### config.mk
export PLATFORM = sky130hd
export DESIGN_NAME = controle_partida
export DESIGN_NICKNAME = d
export VERILOG_FILES = /design/src/rtl/jogo_pkg.sv /design/src/rtl/controle_partida_lfsr16.sv /design/src/rtl/controle_partida.sv
export SDC_FILE = /design/constraint.sdc
export NUM_CORES = 1
export LEC_CHECK = 0
export ABC_AREA = 1
export BUFFER_PORTS_ARGS = -buffer_cell sky130_fd_sc_hd__buf_2
export CAP_MARGIN = 40
export CORE_ASPECT_RATIO = 0.9
export CORE_MARGIN = 8
export CORE_UTILIZATION = 55
export CTS_CLUSTER_DIAMETER = 200
export DETAILED_ROUTE_END_ITERATION = 10
export GPL_ROUTABILITY_DRIVEN = 0
export HOLD_SLACK_MARGIN = 0.08
export MAX_ROUTING_LAYER = met4
export PLACE_DENSITY_LB_ADDON = 0.08
export SYNTH_ARGS = -nofsm -noshare
export SYNTH_HDL_FRONTEND = slang
export SYNTH_HIERARCHICAL = 1
export SYNTH_SLANG_ARGS = --single-unit
### constraint.sdc
create_clock -name clock -period 2.2 [get_ports clock]
set_clock_uncertainty 0.1 [all_clocks]
set_input_delay 0.22 -clock clock [delete_from_list [all_inputs] [get_ports clock]]
set_output_delay 0.22 -clock clock [all_outputs]
set_load 0.01 [all_outputs]
### src/rtl/jogo_pkg.sv
// Shared types and constants for the reaction-game match sequencer.
// States, LFSR seed/step and winner codes.
package jogo_pkg;

   typedef enum logic [2:0] {
      IDLE,
      ARM,
      WAIT,
      GO,
      RESULT,
      MATCH_END
   } state_t;

   localparam logic [15:0] LFSR_SEED = 16'hACE1;

   localparam logic [1:0] W_NONE = 2'b00;
   localparam logic [1:0] W_P1   = 2'b01;
   localparam logic [1:0] W_P2   = 2'b10;

   // Fibonacci, taps 16,14,13,11
   function automatic logic [15:0] lfsr_next(
      input logic [15:0] s
   );
      return {s[14:0], s[15] ^ s[13] ^ s[12] ^ s[10]};
   endfunction

endpackage

### src/rtl/controle_partida_lfsr16.sv
// Free-running 16-bit LFSR used for the random arm-to-GO delay.
// Advances every cycle outside reset.
module lfsr16
   import jogo_pkg::*;
(
   input  logic        clock,
   input  logic        reset,
   output logic [15:0] q
);

   always_ff @(posedge clock or negedge reset) begin
      if (!reset) begin
         q <= LFSR_SEED;
      end else begin
         q <= lfsr_next(q);
      end
   end

endmodule

### src/rtl/controle_partida.sv
// Round/match sequencer for the two-player reaction game.
// Arms, waits a random delay, lights GO, judges presses, keeps score.
module controle_partida
   import jogo_pkg::*;
#(
   parameter int WIN_POINTS    = 8,
   parameter int DELAY_MIN     = 50_000_000,
   parameter int DELAY_BITS    = 26,
   parameter int GAP_CYCLES    = 100_000_000,
   parameter int REACT_TIMEOUT = 300_000_000
) (
   input  logic       clock,
   input  logic       reset,
   input  logic       start,
   input  logic       p1_btn,
   input  logic       p2_btn,
   output logic       go_led,
   output logic       p1vic,
   output logic       p2vic,
   output logic       score_clr,
   output logic [3:0] p1_score,
   output logic [3:0] p2_score,
   output logic [1:0] false_start,
   output logic       match_over,
   output logic [1:0] winner
);

   localparam int DW = (DELAY_BITS + 1 > 32) ? DELAY_BITS + 1 : 32;
   localparam int RB = (DELAY_BITS < 16) ? DELAY_BITS : 16;

   localparam logic [31:0] TMO_LD = 32'(REACT_TIMEOUT - 1);
   localparam logic [31:0] GAP_LD = 32'(GAP_CYCLES - 1);
   localparam logic [3:0]  WP     = 4'(WIN_POINTS);

   state_t        state;
   logic [15:0]   lfsr;
   logic [15:0]   rmask;
   logic [DW-1:0] dly;
   logic [DW-1:0] dly_load;
   logic [31:0]   tmo;
   logic [31:0]   gap;

   logic start_q;
   logic p1_q;
   logic p2_q;
   logic rise_s;
   logic rise_1;
   logic rise_2;

   logic       end_rnd;
   logic       hit1;
   logic       hit2;
   logic [1:0] fs_n;

   lfsr16 u_lfsr (
      .clock (clock),
      .reset (reset),
      .q     (lfsr)
   );

   assign rise_s = start & ~start_q;
   assign rise_1 = p1_btn & ~p1_q;
   assign rise_2 = p2_btn & ~p2_q;

   // Random bits above bit 15 do not exist and read as zero
   assign rmask    = 16'((32'd1 << RB) - 32'd1);
   assign dly_load = DW'(DELAY_MIN) + DW'(lfsr & rmask);

   always_comb begin
      end_rnd = 1'b0;
      hit1    = 1'b0;
      hit2    = 1'b0;
      fs_n    = false_start;
      if (state == WAIT) begin
         end_rnd = rise_1 | rise_2;
         hit1    = rise_2 & ~rise_1;
         hit2    = rise_1 & ~rise_2;
         fs_n    = {rise_2, rise_1};
      end else if (state == GO) begin
         end_rnd = rise_1 | rise_2 | (tmo == 32'd0);
         hit1    = rise_1 & ~rise_2;
         hit2    = rise_2 & ~rise_1;
      end
   end

   always_ff @(posedge clock or negedge reset) begin
      if (!reset) begin
         state       <= IDLE;
         start_q     <= 1'b0;
         p1_q        <= 1'b0;
         p2_q        <= 1'b0;
         dly         <= '0;
         tmo         <= '0;
         gap         <= '0;
         go_led      <= 1'b0;
         p1vic       <= 1'b0;
         p2vic       <= 1'b0;
         score_clr   <= 1'b0;
         p1_score    <= '0;
         p2_score    <= '0;
         false_start <= '0;
         match_over  <= 1'b0;
         winner      <= W_NONE;
      end else begin
         start_q   <= start;
         p1_q      <= p1_btn;
         p2_q      <= p2_btn;
         p1vic     <= 1'b0;
         p2vic     <= 1'b0;
         score_clr <= 1'b0;
         if (end_rnd) begin
            state       <= RESULT;
            gap         <= GAP_LD;
            go_led      <= 1'b0;
            false_start <= fs_n;
            if (hit1 && p1_score != WP) begin
               p1_score <= p1_score + 4'd1;
               p1vic    <= 1'b1;
            end
            if (hit2 && p2_score != WP) begin
               p2_score <= p2_score + 4'd1;
               p2vic    <= 1'b1;
            end
         end else begin
            unique case (state)
               IDLE, MATCH_END: begin
                  if (rise_s) begin
                     state       <= ARM;
                     score_clr   <= 1'b1;
                     p1_score    <= '0;
                     p2_score    <= '0;
                     false_start <= '0;
                     match_over  <= 1'b0;
                     winner      <= W_NONE;
                  end
               end
               ARM: begin
                  if (!p1_btn && !p2_btn) begin
                     dly   <= dly_load;
                     state <= WAIT;
                  end
               end
               WAIT: begin
                  if (dly == '0) begin
                     state  <= GO;
                     go_led <= 1'b1;
                     tmo    <= TMO_LD;
                  end else begin
                     dly <= dly - DW'(1);
                  end
               end
               GO: begin
                  tmo <= tmo - 32'd1;
               end
               RESULT: begin
                  if (gap != 32'd0) begin
                     gap <= gap - 32'd1;
                  end else if (p1_score == WP || p2_score == WP) begin
                     state      <= MATCH_END;
                     match_over <= 1'b1;
                     winner     <= (p1_score == WP) ? W_P1 :
                                   (p2_score == WP) ? W_P2 : W_NONE;
                  end else begin
                     false_start <= '0;
                     state       <= ARM;
                  end
               end
               default: state <= IDLE;
            endcase
         end
      end
   end

endmodule

==> reports/metrics.cfg <==
[timing]
setup_tns_ns=0
rsz0062_at_grt=false
max_slew_margin=0.660
setup_viol=0
max_freq_ghz=0.493
layout_setup_ws_ns=0.171
finalHoldViolations=0
drv_slew=0
period_needed_ns=2.03
final.period_utilization=0.922
tightest_slew_ns=0.510

[cts]
clk_pin_slew_ns=0.06
cts_max_path_buffers=2
htreeDepth=4
cts_tree=built
numCtsBuffers=17
clock_latency_ns=0.44
cts.sinks=135
cts-root-buf=clkbuf_16

[critical_path]
critPathTopFamily=buffers and inverters
worstSetupStartpointType=register
cp_data_required_time_ns=2.48
path_cells=inv_1 -> nand2_1 -> nor2_1 -> buf_4 -> clkinvlp_4 -> buf_4 -> nor2_1 -> nand2_1 -> nand2_1
slowest_delay_ns=0.40
cp_common_cell=nand2_1
critical_path_arrival_ns=2.31
end_kind=register
slowest_stage=dfrtp_1
crit_buf_inv=4
cp_max_fo=18
crit_type=register to register

[synth]
synth_cell_types=34
syn_area_um2=8460
synth.top_cells.by_count=nand2_1 (496), nor2_1 (226), dfrtp_1 (127), nand3_1 (92), inv_1 (88)
ys_seq_area_frac=0.400
synth_top_area_frac=0.376
synth_most_common_cell=nand2_1
synth.avg_cell_area_um2=6.67
synth_fp_nets=1283
ys_ff_latch=135
synthFlopType=dfrtp_1
synth_edf_count=0
synth_area_leader_cell=dfrtp_1
async_flop_share=1.00
syn_inst=1268
ys_top_cells_by_area=dfrtp_1 (38%), nand2_1 (22%), nor2_1 (10%), nand3_1 (5.4%), inv_1 (3.9%)
yosys_warnings=6

[pwr]
powerDensity_nw_per_um2=1270
irDropWorstVdd_v=0.000731
total_power_mw=12.4
p_leak_nw=4.91

[die]
dieArea_um2=19600
initial_core_util=0.556
io_pins=22
die_w_um=147
num_rows=43
fp.dieH_um=134
core_area_um2=15200

[outcome]
outcome=finished clean

[finish]
fin_nets=1333
finalNonFillerCells=1533
drive_above_1_share=0.107
n_antenna_cell=0
areaGrowthSynthToFinish_pct=15.1
utilization=0.639

[flow_run]
max-cap-violations=0

[routing]
wl_met3_um=1100
drt_iter0_markers=645
route.detailed.drc=0
vias_per_cell=5.19
top_layer=met4
routed_wirelength_um=21100
wl_met1_um=10900
num_vias=7958
final_antenna_net_count=0
wl_met2_um=8700
dr.pass1.iters=5
wl_per_cell_um=13.7

[placed_design]
port_buffers=21
dpl.hpwl_um=14900
dpl.cell_count=1493
post-place-ws_ns=0.118

[grt]
gr-usage-all-layers=0.231
grt-ovfl-total=0
grt_max_degree=53
grt_pass1_vias=7401
antenna_found_initial=0
grt_pass1_wl_um=36000

[hold_path]
holdCritPathClass=input port to async pin

[metrics by stage]
| stage | hold slack, ns | area, um^2 |
|---|---|---|
| CTS | 0.208 | 9660 |
| detailed placement | 0.105 | 9000 |
| global placement | 0.100 | 9000 |
| global route | 0.239 | 9740 |
| finish | 0.201 | 9740 |
| floorplan | -0.176 | 8460 |
[flip-flops by register name (all words and copies together), names as in the netlist, 2 cells and up]
signal       count
false_start      2
state            3
dly             32
p2_score         4
tmo             32
winner           2
gap             32
p1_score         4
u_lfsr/q        16
[routing by layer]
layer,global-route usage,up-vias
met1,0.336,3638
met4,0.0835,0
li1,-,4067
met3,0.0417,39
met5,-,-
met2,0.311,214
[power breakdown]
| group | switching, mW | internal, mW |
|---|---|---|
| registers | 0.644 | 3.04 |
| clock network | 1.21 | 1.81 |
| logic | 3.66 | 1.99 |
| total | 5.52 | 6.84 |
[layout by cell type, fill, tap and decap left out, types with 6 or more instances in the layout]
master / Yosys / layout
nand2_1: 496 / 495
nor2_1: 226 / 218
dfrtp_1: 127 / 127
nand3_1: 92 / 92
inv_1: 88 / 87
o21ai_0: 46 / 46
xnor2_1: 31 / 31
buf_4: 10 / 27
xor2_1: 22 / 22
buf_2: 13 / 20
or2_2: 17 / 17
clkbuf_16: 0 / 17
nand4_1: 15 / 15
nor3_1: 11 / 11
nor2_2: 4 / 10
a21oi_1: 10 / 10
ha_1: 10 / 10
buf_12: 0 / 9
dfstp_2: 8 / 8
nand3b_1: 7 / 7
o21ai_1: 7 / 7
clkinvlp_4: 0 / 6
[repair_timing]
action	4_1_cts	5_1_grt
setup endpoints to repair	0	76
buffers inserted	0	4
hold endpoints to repair	121	0
hold buffers	4	0
gates resized for setup	0	11
[logic make-up after synthesis]
kind of cell / Yosys count / synth area share
simple gates: 880 / 0.426
flops: 135 / 0.400
buf+inv: 121 / 0.0600
compound gates: 69 / 0.0444
xor+xnor: 53 / 0.0548
fa+ha+maj: 10 / 0.0148
[cell type report]
class	count	area, um^2
clock inverters	15	191
flip-flops and latches	135	3390
well taps	202	253
inverters	91	345
multi-input cells	1012	4600
repair buffers	61	534
clock buffers	17	425
fillers	1365	5490
[final timing paths]
path                                  startpoint                     end  slack [ns]  cells past startpoint
hold / removal                             reset  u_lfsr/q[14]$_DFF_PN0_        0.20                      2
setup / recovery            state[2]$_DFFE_PN0P_     tmo[10]$_DFFE_PN0P_        0.17                      9
max in group asynchronous                  reset     dly[26]$_DFFE_PN0P_        1.16                      3
hold reg to reg            u_lfsr/q[3]$_DFF_PN0_   u_lfsr/q[4]$_DFF_PN0_        0.27                      0
setup reg to reg            state[2]$_DFFE_PN0P_     tmo[10]$_DFFE_PN0P_        0.17                      9
min in group clock         u_lfsr/q[3]$_DFF_PN0_   u_lfsr/q[4]$_DFF_PN0_        0.27                      0
No activity file was read; power rests on OpenSTA's default activity.
